[src/rtl/parking_space_counter.sv]
// Parking space counter: synchronized sensors, gate FSM, BCD free count.
// Optional PARKING_DEBOUNCE_EN adds a 4-sample filter on each sensor.
module parking_space_counter #(
  parameter int CAPACITY    = 9,
  parameter int GATE_CYCLES = 8
) (
  input  logic clk,
  input  logic rst_n,
  input  logic entry_sensor,
  input  logic exit_sensor,
  output logic A,
  output logic B,
  output logic C,
  output logic D,
  output logic full,
  output logic gate_open,
  output logic entry_denied
);

  localparam logic [3:0] CAP = 4'(CAPACITY);
  localparam logic [7:0] GT  = 8'(GATE_CYCLES - 1);

  typedef enum logic [1:0] {
    IDLE,
    ENTRY_OPEN,
    EXIT_OPEN
  } state_t;

  logic [1:0] en_sync, ex_sync;
  logic       vld1, vld2;
  logic       en_filt, ex_filt;
  logic       en_prev, ex_prev;
  logic       en_arm, ex_arm;
  logic       en_edge, ex_edge;

  state_t     state, state_d;
  logic [3:0] occ, occ_d;
  logic [7:0] timer, timer_d;
  logic       denied_d;
  logic [3:0] abcd;

  // Two-flop synchronizers; vld marks when stage 2 holds a real sample
  always_ff @(posedge clk or negedge rst_n) begin
    if (!rst_n) begin
      en_sync <= '0;
      ex_sync <= '0;
      vld1    <= 1'b0;
      vld2    <= 1'b0;
    end else begin
      en_sync <= {en_sync[0], entry_sensor};
      ex_sync <= {ex_sync[0], exit_sensor};
      vld1    <= 1'b1;
      vld2    <= vld1;
    end
  end

`ifdef PARKING_DEBOUNCE_EN
  logic [1:0] en_cnt, ex_cnt;

  // Accept a new level only after four consecutive differing samples
  always_ff @(posedge clk or negedge rst_n) begin
    if (!rst_n) begin
      en_filt <= 1'b0;
      ex_filt <= 1'b0;
      en_cnt  <= '0;
      ex_cnt  <= '0;
    end else begin
      if (en_sync[1] == en_filt) begin
        en_cnt <= '0;
      end else if (en_cnt == 2'd3) begin
        en_filt <= en_sync[1];
        en_cnt  <= '0;
      end else begin
        en_cnt <= en_cnt + 2'd1;
      end
      if (ex_sync[1] == ex_filt) begin
        ex_cnt <= '0;
      end else if (ex_cnt == 2'd3) begin
        ex_filt <= ex_sync[1];
        ex_cnt  <= '0;
      end else begin
        ex_cnt <= ex_cnt + 2'd1;
      end
    end
  end
`else
  assign en_filt = en_sync[1];
  assign ex_filt = ex_sync[1];
`endif

  // Rising-edge detect; a sensor must be seen low after reset to arm
  always_ff @(posedge clk or negedge rst_n) begin
    if (!rst_n) begin
      en_prev <= 1'b0;
      ex_prev <= 1'b0;
      en_arm  <= 1'b0;
      ex_arm  <= 1'b0;
      en_edge <= 1'b0;
      ex_edge <= 1'b0;
    end else begin
      en_prev <= en_filt;
      ex_prev <= ex_filt;
      en_arm  <= en_arm | (vld2 & ~en_sync[1]);
      ex_arm  <= ex_arm | (vld2 & ~ex_sync[1]);
      en_edge <= en_filt & ~en_prev & en_arm;
      ex_edge <= ex_filt & ~ex_prev & ex_arm;
    end
  end

  // Next state, count and gate timer; exit wins over a same-cycle entry
  always_comb begin
    state_d  = state;
    occ_d    = occ;
    timer_d  = timer;
    denied_d = 1'b0;
    unique case (state)
      IDLE: begin
        if (ex_edge) begin
          if (occ != 4'd0) begin
            state_d = EXIT_OPEN;
            occ_d   = occ - 4'd1;
            timer_d = GT;
          end
        end else if (en_edge) begin
          if (occ < CAP) begin
            state_d = ENTRY_OPEN;
            occ_d   = occ + 4'd1;
            timer_d = GT;
          end else begin
            denied_d = 1'b1;
          end
        end
      end
      ENTRY_OPEN, EXIT_OPEN: begin
        if (timer == 8'd0) state_d = IDLE;
        else timer_d = timer - 8'd1;
      end
      default: state_d = IDLE;
    endcase
  end

  // State, count and registered display/full outputs
  always_ff @(posedge clk or negedge rst_n) begin
    if (!rst_n) begin
      state        <= IDLE;
      occ          <= '0;
      timer        <= '0;
      entry_denied <= 1'b0;
      abcd         <= CAP;
      full         <= 1'b0;
    end else begin
      state        <= state_d;
      occ          <= occ_d;
      timer        <= timer_d;
      entry_denied <= denied_d;
      abcd         <= CAP - occ_d;
      full         <= (occ_d == CAP);
    end
  end

  assign gate_open    = (state != IDLE);
  assign {A, B, C, D} = abcd;

endmodule

[config.mk]
export PLATFORM = sky130hd
export DESIGN_NAME = parking_space_counter
export DESIGN_NICKNAME = d
export VERILOG_FILES = /design/src/rtl/parking_space_counter.sv
export SDC_FILE = /design/constraint.sdc
export NUM_CORES = 1
export LEC_CHECK = 0
export CORE_MARGIN = 2
export CORE_UTILIZATION = 48
export CTS_CLUSTER_SIZE = 25
export DETAILED_ROUTE_END_ITERATION = 7
export PLACE_DENSITY_LB_ADDON = 0.05
export SLEW_MARGIN = 20
export SYNTH_ARGS = -nofsm -noshare
export SYNTH_HDL_FRONTEND = slang
export SYNTH_SLANG_ARGS = --single-unit
[constraint.sdc]
create_clock -name clk -period 1.7 [get_ports clk]
set_input_delay 0.255 -clock clk [delete_from_list [all_inputs] [get_ports clk]]
set_output_delay 0.255 -clock clk [all_outputs]
set_load 0.02 [all_outputs]
# Word-level counts from Yosys, hierarchy flattened
# Index checks and enable logic that the tools add are counted.
[word_totals]
ff_bits = 32
out_inout_bits = 7
word_cells = 70
[classes]
addsub = 4
n_lt_le_gt_ge = 1
n_eq_ne = 8
mux = 21
bitwise = 12
reduce_logical = 8
[ops]
columns = ["operator", "count"]
rows = [
  ["$mux 8", 5],
  ["$mux 4", 5],
  ["$pmux 8 s2", 1],
  ["$mux 2", 5],
  ["$ne 3x3->1 const B", 3],
  ["$logic_not 8->1", 1],
  ["$sub 8x1->8 const B", 1],
  ["$and 1x1->1", 6],
  ["$reduce_and 5->1", 1],
  ["$add 4x1->4 const B", 1],
  ["$eq 4x4->1 const B", 1],
  ["$lt 4x4->1 const B", 1],
  ["$mux 1", 4],
  ["$ne 2x2->1 const B", 2],
  ["$not 1->1", 4],
  ["$pmux 2 s2", 1],
  ["$reduce_and 4->1", 1],
  ["$reduce_bool 2->1", 2],
  ["$reduce_bool 4->1", 1],
  ["$sub 4x1->4 const B", 1],
  ["$sub 4x4->4 const A", 1],
  ["$eq 2x1->1 const B", 1],
  ["$eq 2x2->1 const B", 1],
  ["$logic_not 2->1", 1],
  ["2 further kinds", 3],
]

# Depth between registers and ports, before layout
# Gate-level depths: netlist of the first run.
[logic_depth]
depth_word = 6
depth_mapped = 9
mapped_depth_nobuf = 9

# Worst setup path before layout of the first run
# OpenSTA, ideal clock, no wires.
[synth_path]
path_type = "reg-to-reg"
start = "register, netlist name abcd[1]"
end = "register full"
setup_time_ns = 0.120
arrival_time_ns = 1.862
t_required_ns = 1.580
path_slack_ns = -0.281
stages_incl_launch_ff = 9
n_path_buf = 0
period_less_slack_ns = 1.981
cell_sequence = "dfrtp_1 -> inv_1 -> ha_1 -> nor2b_1 -> a21boi_1 -> a211oi_1 -> a31o_2 -> ha_1 -> and3_1"
[synth_lines]
columns = ["item", "line_no", "text"]
rows = [
  ["end signal, assigned", "157", "full <= (occ_d == CAP);"],
  ["end, declared", "15", "output logic full,"],
]

# Worst setup path in the final report of the first run
[layout_path]
start = "register state[0]"
end = "register timer[5]"
[layout_via]
elab_chain_cells = 4
[layout_lines]
columns = ["item", "line_no", "text"]
rows = [
  ["start, declared", "36", "state_t state, state_d;"],
  ["start signal, assigned", "152", "state <= state_d;"],
  ["$eq 2x1->1 or $eq 2x2->1 (tied branches)", "116", "unique case (state)"],
  ["$reduce_or 2->1", "116", ""],
  ["$ne 2x2->1 (no line) or $reduce_bool 2->1 (tied branches)", "n/a", ""],
  ["$reduce_and 5->1 (no line)", "n/a", ""],
  ["end signal, assigned", "154", "timer <= timer_d;"],
  ["end, declared", "38", "logic [7:0] timer, timer_d;"],
]
# Parallel ways exist; a longest one is shown, timed or not.
# A chain may end at the register's enable or synchronous reset.

==> results.py, run 1 <==
metrics = {
    "sta": {
        "final_max_slew_viol_count": 0,
        "skew_ns": 0.009741,
        "setup_violations": 11,
        "rsz0062_at_grt": "true",
        "min_period_ns": 1.843,
        "fmax_ghz": 0.5426,
        "tns_ns": -0.9147,
        "period_share": 1.084,
        "finalHoldViolations": 0,
        "layout_setup_ws_ns": -0.1429,
    },
    "synth": {
        "synth.most_common_cell": "dfrtp_1",
        "yosysSeqAreaShare": 0.5334,
        "synth_top_cell_area_share": 0.4974,
        "syn_area_per_cell_um2": 10.73,
        "async_reset_ff_frac": 1.000,
        "synthCells": 136,
        "synth_edf_count": 0,
        "ys_seq_elements": 31,
        "synth.top_cells.by_count": "dfrtp_1 (29), inv_1 (13), nor2_1 (10)",
        "synth_ff_type": "dfrtp_1",
        "yosys_warnings": 0,
        "syn-num-nets": 146,
        "yosysTopAreaCell": "dfrtp_1",
        "synthDistinctLibCells": 44,
        "synth_top_cells_by_area": "dfrtp_1 (50%), ha_1 (5.1%), dfstp_2 (3.6%)",
        "syn-cell-area_mm2": 0.001459,
    },
    "routing": {
        "met1Wirelength_mm": 1.436,
        "drc": 0,
        "wl_per_cell_um": 15.27,
        "met3_length_um": 102,
        "drtIter0Drc": 43,
        "routed_wl_mm": 3.450,
        "top_layer": "met4",
        "met2_length_mm": 1.824,
        "drtAntennaViolNets": 0,
        "routed_via_density": 5.478,
        "drt_pass1_iterations": 4,
        "num_vias": 1238,
    },
    "floorplan": {
        "fp.dieW_um": 59.13,
        "core_mm2": 0.002978,
        "die_h_um": 59.13,
        "dieArea_mm2": 0.003496,
        "row_count": 20,
        "initial_core_util": 0.4899,
        "ios": 11,
    },
    "outcome": {
        "violations": "negative setup slack",
        "outcome": "finished, violations left",
    },
    "layout": {
        "multiInputGateArea_um2": 829.5,
        "nFillCells": 213,
        "n_antenna_cell": 0,
        "area_delta_synth_final_pct": 48.20,
        "drive_gt1_frac": 0.4922,
        "seqCellArea_um2": 779.5,
        "fin_nets": 202,
    },
    "setup_path": {
        "crit_start": "state[0]$_DFFE_PN0P_",
        "start_kind": "register",
        "required_ns": 1.91,
        "critPathKind": "reg2reg",
        "arrival_ns": 2.06,
        "r2r-start": "state[0]$_DFFE_PN0P_",
        "worstPathMaxFanout": 8,
        "critPathCaptureType": "register",
    },
    "clock_tree": {
        "htreeDepth": 2,
        "clock_path_buffers": 2,
        "cts_root_buf": "clkbuf_4",
        "cts_tree": "yes",
        "cts_hold_buffers": 0,
        "cts-buffers-inserted": 5,
        "clkTransAtPathRegs_ns": 0.11,
        "clock_latency_ns": 0.34,
        "clock_sinks": 31,
    },
    "worst_hold_path": {
        "hold_class": "in2async",
    },
    "power": {
        "max-vdd-ir-drop_uv": 877.9,
        "leakage_nw": 0.9941,
        "finalPower_mw": 4.215,
        "power.density_mw_per_mm2": 1949,
    },
    "placed_design": {
        "port_buffers": 10,
        "dp_hpwl_mm": 2.234,
        "gp_congestion": 0.8836,
    },
    "grt": {
        "antenna_found_initial": 0,
        "overflow": 0,
        "grt_use_total": 0.2121,
        "grt_pass1_vias": 1244,
        "grt_pass1_wl_mm": 5.451,
        "grt_max_degree": 32,
    },
    "flow_run": {
        "drv_cap": 0,
    },
}
-- placed cells by master, fill, tap and decap left out, types with 2 or more instances in the layout --
cell	instances
clkinvlp_4	2
clkdlybuf4s50_1	6
buf_4	38
nor2b_1	2
o21ai_1	6
nand3_2	3
nand4b_1	2
inv_2	7
dlygate4sd2_1	4
dfrtp_1	28
buf_6	2
a21o_1	3
inv_1	5
ha_4	4
a21oi_1	5
dfstp_2	2
o21ai_0	2
a41oi_2	2
clkbuf_4	5
a21oi_2	4
and3_1	2
mux2_4	2
nand2_1	3
nand2b_1	2
nor2_1	8
and4_1	2
nor2_4	2
nor3b_2	2
or3_1	4
nand4_1	2
-- timing repair --
item,4_1_cts,5_1_grt
resized for setup,19,26
endpoints found under the setup margin,19,15
pin swaps,15,16
buffers inserted,7,5
-- registers in the layout, summed over array words and instances (netlist names) --
signal        cells
state             2
ex_prev           1
en_edge           1
occ               3
timer             8
en_prev           1
en_arm            1
entry_denied      1
ex_sync           2
en_sync           2
abcd              4
ex_edge           1
vld1              1
full              1
ex_arm            1
vld2              1
-- layer usage --
layer	up-vias	GRT usage
met3	10	0.06550
met2	20	0.3444
li1	600	-
met5	-	0
met1	608	0.2486
met4	0	0.1201
-- cells by family after synthesis --
| family | after synthesis | synth area share |
|---|---|---|
| simple gates | 46 | 0.1938 |
| compound gates | 33 | 0.1475 |
| flops | 31 | 0.5335 |
| buf+inv | 14 | 0.03688 |
| fa+ha+maj | 6 | 0.05146 |
| mux | 3 | 0.02230 |
| xor+xnor | 2 | 0.01201 |
| other cells | 1 | 0.002570 |
-- where the power goes --
group	internal [mW]	total, mW	switching (mW)	leakage (nW)
Combinational	1.39	2.65	1.25	0.600
Clock	0.158	0.435	0.277	0.0272
Sequential	0.976	1.13	0.157	0.367
-- per-stage QoR --
stage | cell area [um2] | utilization | hold WS [ns] | instances | setup slack [ns]
5_1_grt | 2162 | 0.7261 | 0.3314 | 226 | -0.1774
3_3_place_gp | 1866 | 0.6265 | 0.3328 | 206 | -0.08511
4_1_cts | 2034 | 0.6832 | 0.2988 | 221 | -0.1261
3_5_place_dp | 1866 | 0.6265 | 0.3370 | 206 | -0.1526
6_report | 2162 | 0.7261 | 0.2944 | 226 | -0.1429
2_1_floorplan | 1525 | - | -0.04059 | 136 | -0.06870
-- final timing paths --
check / end / slack [ns] / depth (start not counted)
worst min register to register: en_sync[1]$_DFF_PN0_ / 0.36 / 0
worst min-delay path: abcd[1]$_DFF_PN0_ / 0.29 / 2
max in group asynchronous: abcd[0]$_DFF_PN1_ / 1.09 / 2
worst max-delay path: timer[5]$_DFFE_PN0P_ / -0.14 / 7
worst max register to register: timer[5]$_DFFE_PN0P_ / -0.14 / 7
min in group clk: en_sync[0]$_DFF_PN0_ / 0.35 / 1
-- critical path, stage by stage (launching register included) --
cell,delay [ns]
dfrtp_1,0.39
inv_2,0.06
ha_4,0.27
or4bb_1,0.43
o21a_4,0.28
nand4b_1,0.12
or3_1,0.12
a21oi_1,0.06
-- area by class of cell --
class | instances | area share
Inverter | 13 | 0.02373
Timing Repair Buffer | 50 | 0.1863
Clock buffer | 5 | 0.01736
Sequential cell | 31 | 0.3605
Multi-Input combinational cell | 91 | 0.3837
Tap cell | 33 | 0.01910
Clock inverter | 3 | 0.009259
(Power assumes the default switching activity.)
==> inputs of run 2 (changes only) <==
Settings changed: CTS_CLUSTER_SIZE 25 to default.
Clock period 1.7 ns to 2.3 ns, I/O delays scaled along.
==> results.py, run 2 (synthesis gave the netlist of run 1 again) <==
metrics = {
    "outcome": {
        "outcome": "completed",
    },
    "routing": {
        "drc": 0,
        "wl_per_cell_um": 13.13,
        "routed_wl_mm": 2.456,
        "drtIter0Drc": 61,
        "routed_via_density": 5.540,
        "num_vias": 1036,
        "drt_pass1_iterations": 4,
        "drtAntennaViolNets": 0,
    },
    "sta": {
        "tns_ns": 0,
        "hold_ws_ns": 0.3598,
        "finalHoldViolations": 0,
        "final_max_slew_viol_count": 0,
        "rsz0062_at_grt": "false",
        "setup_violations": 0,
        "skew_ns": 0.01132,
        "min_period_ns": 2.047,
        "period_share": 0.8898,
        "fmax_ghz": 0.4886,
    },
    "layout": {
        "drive_gt1_frac": 0.1104,
        "n_antenna_cell": 0,
        "fin_area_mm2": 0.001657,
        "final_cell_mix": "dfrtp_1 (29), inv_1 (13), nor2_1 (10), clkdlybuf4s50_1 (10), a21oi_1 (9)",
        "fin_nets": 163,
        "top_regs": "timer: 8 flops, abcd: 4 flops, occ: 3 flops",
        "mostFrequentLayoutCell": "dfrtp_1",
        "area_delta_synth_final_pct": 13.55,
        "largest_reg_flops": 8,
        "regMostFlops": "timer",
    },
    "setup_path": {
        "worstPathMaxFanout": 6,
        "rr_worst_depth": 8,
        "max_stage_delay_ns": 0.45,
        "arrival_ns": 2.27,
        "worstReg2RegEnd": "full$_DFF_PN0_",
        "start_kind": "register",
        "critPathKind": "reg2reg",
        "required_ns": 2.52,
        "crit_start": "abcd[1]$_DFF_PN0_",
        "cp_slowest_cell": "dfrtp_1",
        "r2r-start": "abcd[1]$_DFF_PN0_",
        "crit_path_frequent_cell": "ha_1",
        "crit_chain": "inv_1, ha_1, nor2b_1, a21boi_1, nand2b_1, a31o_2, ha_1, and3_1",
        "r2r_slack_ns": 0.25,
        "critPathCaptureType": "register",
    },
    "worst_hold_path": {
        "holdPathStages": 0,
        "holdPathEnd": "en_sync[1]$_DFF_PN0_",
        "hold_class": "reg2reg",
        "hp-start": "en_sync[0]$_DFF_PN0_",
    },
    "placed_design": {
        "port_buffers": 10,
        "dp_hpwl_mm": 1.825,
        "dpl_cell_area_mm2": 0.001603,
        "gp_congestion": 0.7895,
    },
    "grt": {
        "grtUsageMet3": 0.05895,
        "grt.busiest_layer": "met1",
        "grt_use_met1": 0.2368,
        "grt_max_degree": 32,
        "antenna_found_initial": 0,
        "grt_use_total": 0.1704,
        "grt_pass1_vias": 975,
        "met2_usage": 0.2317,
        "grt_pass1_wl_mm": 4.312,
        "overflow": 0,
    },
    "floorplan": {
        "core_mm2": 0.002978,
        "dieArea_mm2": 0.003496,
        "fp.dieW_um": 59.13,
        "row_count": 20,
        "ios": 11,
        "die_h_um": 59.13,
        "initial_core_util": 0.4899,
    },
    "flow_run": {
        "drv_cap": 0,
    },
    "clock_tree": {
        "postCtsResizedCells": 0,
        "cts_root_buf": "clkbuf_4",
        "cts_hold_buffers": 0,
        "clkTransAtPathRegs_ns": 0.10,
        "clock_latency_ns": 0.32,
        "htreeDepth": 2,
        "postCtsSetupRepairBufs": 0,
        "clock_path_buffers": 2,
        "cts-buffers-inserted": 5,
        "cts_tree": "yes",
        "clock_sinks": 31,
    },
    "power": {
        "leakage_nw": 0.7500,
        "power.density_mw_per_mm2": 1301,
        "max-vdd-ir-drop_uv": 586.6,
    },
}
==> run 2: cell count changes in the layout (fill, tap and decap cells not counted), moves of 4 or more <==
cell             before  now
a21oi_1               5    9
ha_4                  4    0
buf_4                38    1
ha_1                  1    6
inv_2                 7    0
dlygate4sd2_1         4    0
inv_1                 5   13
clkdlybuf4s50_1       6   10
==> run 2: area by class of cell <==
type / count / area, um2
fill: 264 / 1321
sequential: 31 / 778.2
multi-input combinational: 91 / 626.9
timing repair buffer: 11 / 107.6
inverter: 13 / 48.80
clock buffer: 6 / 41.29
tap: 33 / 41.29
clock inverter: 2 / 12.51
==> run 2: per-stage QoR <==
step	std cells	power, mW	util	setup slack [ns]
6_report	187	2.156	0.5563	0.2534
5_1_grt	187	2.343	0.5563	0.08223
4_1_cts	187	2.172	0.5563	0.2536
3_5_place_dp	179	1.873	0.5382	0.2852
3_3_place_gp	179	1.850	0.5382	0.3418
2_1_floorplan	136	1.569	-	0.3188
==> run 2: power breakdown <==
group	switching [mW]	total, mW	internal, mW
combinational	0.563	1.00	0.440
sequential	0.140	0.858	0.718
clock	0.177	0.295	0.118
==> run 2: worst max-delay path: cells and delay by family, from the launching register on <==
kind | cells | cell delay (ns)
buffers and inverters | 1 | 0.11
AND/OR/NAND/NOR | 3 | 0.55
AO/OA/AOI/OAI | 2 | 0.39
adder cells (fa/ha/maj) | 2 | 0.44
flip-flops | 1 | 0.45
==> run 2: worst max path at each step <==
stage	endpoint	cells after the start	slack (ns)
5_1_grt	state[1]$_DFFE_PN0P_	7	0.08
6_report	full$_DFF_PN0_	8	0.25
2_1_floorplan	full$_DFF_PN0_	8	0.32
4_1_cts	gate_open	4	0.25
3_3_place_gp	state[1]$_DFFE_PN0P_	7	0.34
3_5_place_dp	full$_DFF_PN0_	8	0.29
==> run 2: per-layer routing <==
metal	part of all wire	wire length [um]
met1	0.50	1230
met2	0.43	1046
met3	0.049	121
met4	0.024	58
met5	0	0
==> RTL edit, RTL diff (flow settings as in run 1) <==
Encoding of `state_t`: now one-hot (3 bits for 3 states).
--- a/src/rtl/parking_space_counter.sv
+++ b/src/rtl/parking_space_counter.sv
@@ -21,8 +21,8 @@
   localparam logic [7:0] GT  = 8'(GATE_CYCLES - 1);
 
-  typedef enum logic [1:0] {
-    IDLE,
-    ENTRY_OPEN,
-    EXIT_OPEN
+  typedef enum logic [2:0] {
+    IDLE       = 3'b001,
+    ENTRY_OPEN = 3'b010,
+    EXIT_OPEN  = 3'b100
   } state_t;
 
Function: same outputs for any inputs over 10 cycles, from zero or initial values and one cycle with rst_n low; not proved beyond that.
==> RTL edit against run 1 <==
The flow still finishes with violations (negative setup slack). Routed wire length shrank 3.4%. Die area rose by 3.0%. Utilization is 2.6 points lower. Final cell count grew 1.3%. Power down 24%. Sequential cell count rose by 1. Setup slack worse by 0.026 ns. Synthesized cell count is 3.7% lower. Design area down 2.0%. Area after synthesis grew 3.2%. Sequential share of layout area up 1.9 points.
==> RTL edit: results (changes against run 1) <==
- Layout cells sized above 1: 42.70% (was 49.22%)
- Number of port buffers: 10 (unchanged)
- Synth top cells by count: dfrtp_1, nor2_1, nand2_1, inv_1, a21oi_1 (was dfrtp_1, inv_1, nor2_1, a21oi_1, ha_1)
- Crit-path max FO: 4 (was 8)
- Yosys warns: 0 (unchanged)
- Worst flop-to-flop path startpoint: state[0]$_DFFE_PN1P_ (was state[0]$_DFFE_PN0P_)
- WS Path Type: reg2reg (unchanged)
- Final-stage net count: 193 (was 202)
- Mux cell area share after synthesis: 1.330% (was 2.230%)
- Worst setup path startpoint: state[0]$_DFFE_PN1P_ (was state[0]$_DFFE_PN0P_)
- Post-synthesis compound-gate area fraction: 14.55% (was 14.75%)
- First-pass GRT wire length: 5540 um (was 5451 um)
- XOR/XNOR Fraction of Synth Area: 3.990% (was 1.201%)
- Sequential Power Share: 32.5% (was 26.9%)
- Failing checks: negative setup slack (unchanged)
- Top flop regs: timer x8, abcd x4 (was timer x8, abcd x4, occ x3)
- HPWL after DPL: 2201 um (was 2234 um)
- Gr usage total: 21.66% (was 21.21%)
- Sequential element share of the synthesized area: 53.45% (was 53.34%)
- Syn_nets: 140 (was 146)
- Status: finished, violations left (unchanged)
- Data arrival, critical path: 2.13 ns (was 2.06 ns)
- Via Count: 1197 (was 1238)
- Pint: 0.001989 W (was 0.002527 W)
- Worst skew pair latency: 0.33 ns
- DR WL/cell: 14.55 um (was 15.27 um)
- Clk network pwr share: 13.7% (was 10.3%)
- Worst IR Drop VDD: 699.9 uV (was 877.9 uV)
- Fin Clk Skew: 0.009252 ns (was 0.009741 ns)
- Top post-synthesis cells by area: dfrtp_1, dfstp_2, ha_1 (was dfrtp_1, ha_1, dfstp_2)
- Reg-to-reg endpoint: abcd[3]$_DFF_PN1_ (was timer[5]$_DFFE_PN0P_)
- Met1 Use GR: 25.77% (was 24.86%)
- Final Setup Violations: 5 (was 11)
- Leak pwr: 0.9332 nW (was 0.9941 nW)
- M2 GR Usage: 35.87% (was 34.44%)
- Placer Congestion: 0.8182 (was 0.8836)
- Bufs on Longest Clock Path: 2 (unchanged)
- Final WS setup: -0.1687 ns (was -0.1429 ns)
- GR met3 Demand/Resource: 6.061% (was 6.550%)
- Iter 0 DRT Violations: 46 (was 43)
- R2R cell count: 8 (was 7)
- Largest net degree at the start of global routing: 33 (was 32)
- Fill count: 225 (was 213)
- Adder-Cell Fraction of Synth Area: 4.156% (was 5.146%)
- Post-synthesis cell type count: 52 (was 44)
- Clock group power: 0.000439 W (was 0.000435 W)
## RTL edit: cell count changes after synthesis, sizes merged, moves of 4 or more
cell / before / now
nor3: 1 / 5
inv: 13 / 9
nand3: 4 / 0
nand2: 3 / 9
o21ai: 8 / 4
xor2: 1 / 5
a21oi: 10 / 6
## RTL edit: repair_timing
item | CTS | global route
hold buffers | 0 | 0
pin swaps | 8 | 9
setup endpoints to repair | 12 | 16
gates cloned | 1 | 0
hold endpoints to repair | 0 | 0
resized for setup | 16 | 16
buffers inserted | 6 | 4
## RTL edit: critical path: stages (launching register included)
cell	delay, ns
dfstp_2	0.55
nor3b_4	0.22
inv_2	0.08
a211o_1	0.28
mux2i_1	0.22
a31oi_1	0.08
ha_2	0.18
inv_2	0.06
xnor2_1	0.11
## RTL edit: final cells by class
class	count	area, um^2	share of cell area [%]
timing repair buffer	47	391.6	18.49
tap	44	55.05	2.599
multi-input combinational	89	772.0	36.44
inverter	9	33.78	1.595
sequential	32	804.5	37.98
clock inverter	3	23.77	1.122
clock buffer	5	37.54	1.772
## RTL edit: metrics by stage
stage / utilization, % / instance area [um^2] / instances / hold WS, ns / setup TNS, ns
after floorplan: - / 1508 / 131 / -0.04059 / -0.7536
after global placement: 61.49 / 1862 / 211 / 0.3322 / -0.1576
after detailed placement: 61.49 / 1862 / 211 / 0.3347 / -0.5505
after CTS: 66.41 / 2011 / 226 / 0.3137 / -0.5104
after global routing: 69.96 / 2118 / 229 / 0.3217 / -1.427
final: 69.96 / 2118 / 229 / 0.3084 / -0.5085
## RTL edit: metal layers
layer / up-vias / wire length [um]
met3: 12 / 111
met4: 0 / 104
met1: 589 / 1327
met5: - / 0
li1: 572 / -
met2: 24 / 1788
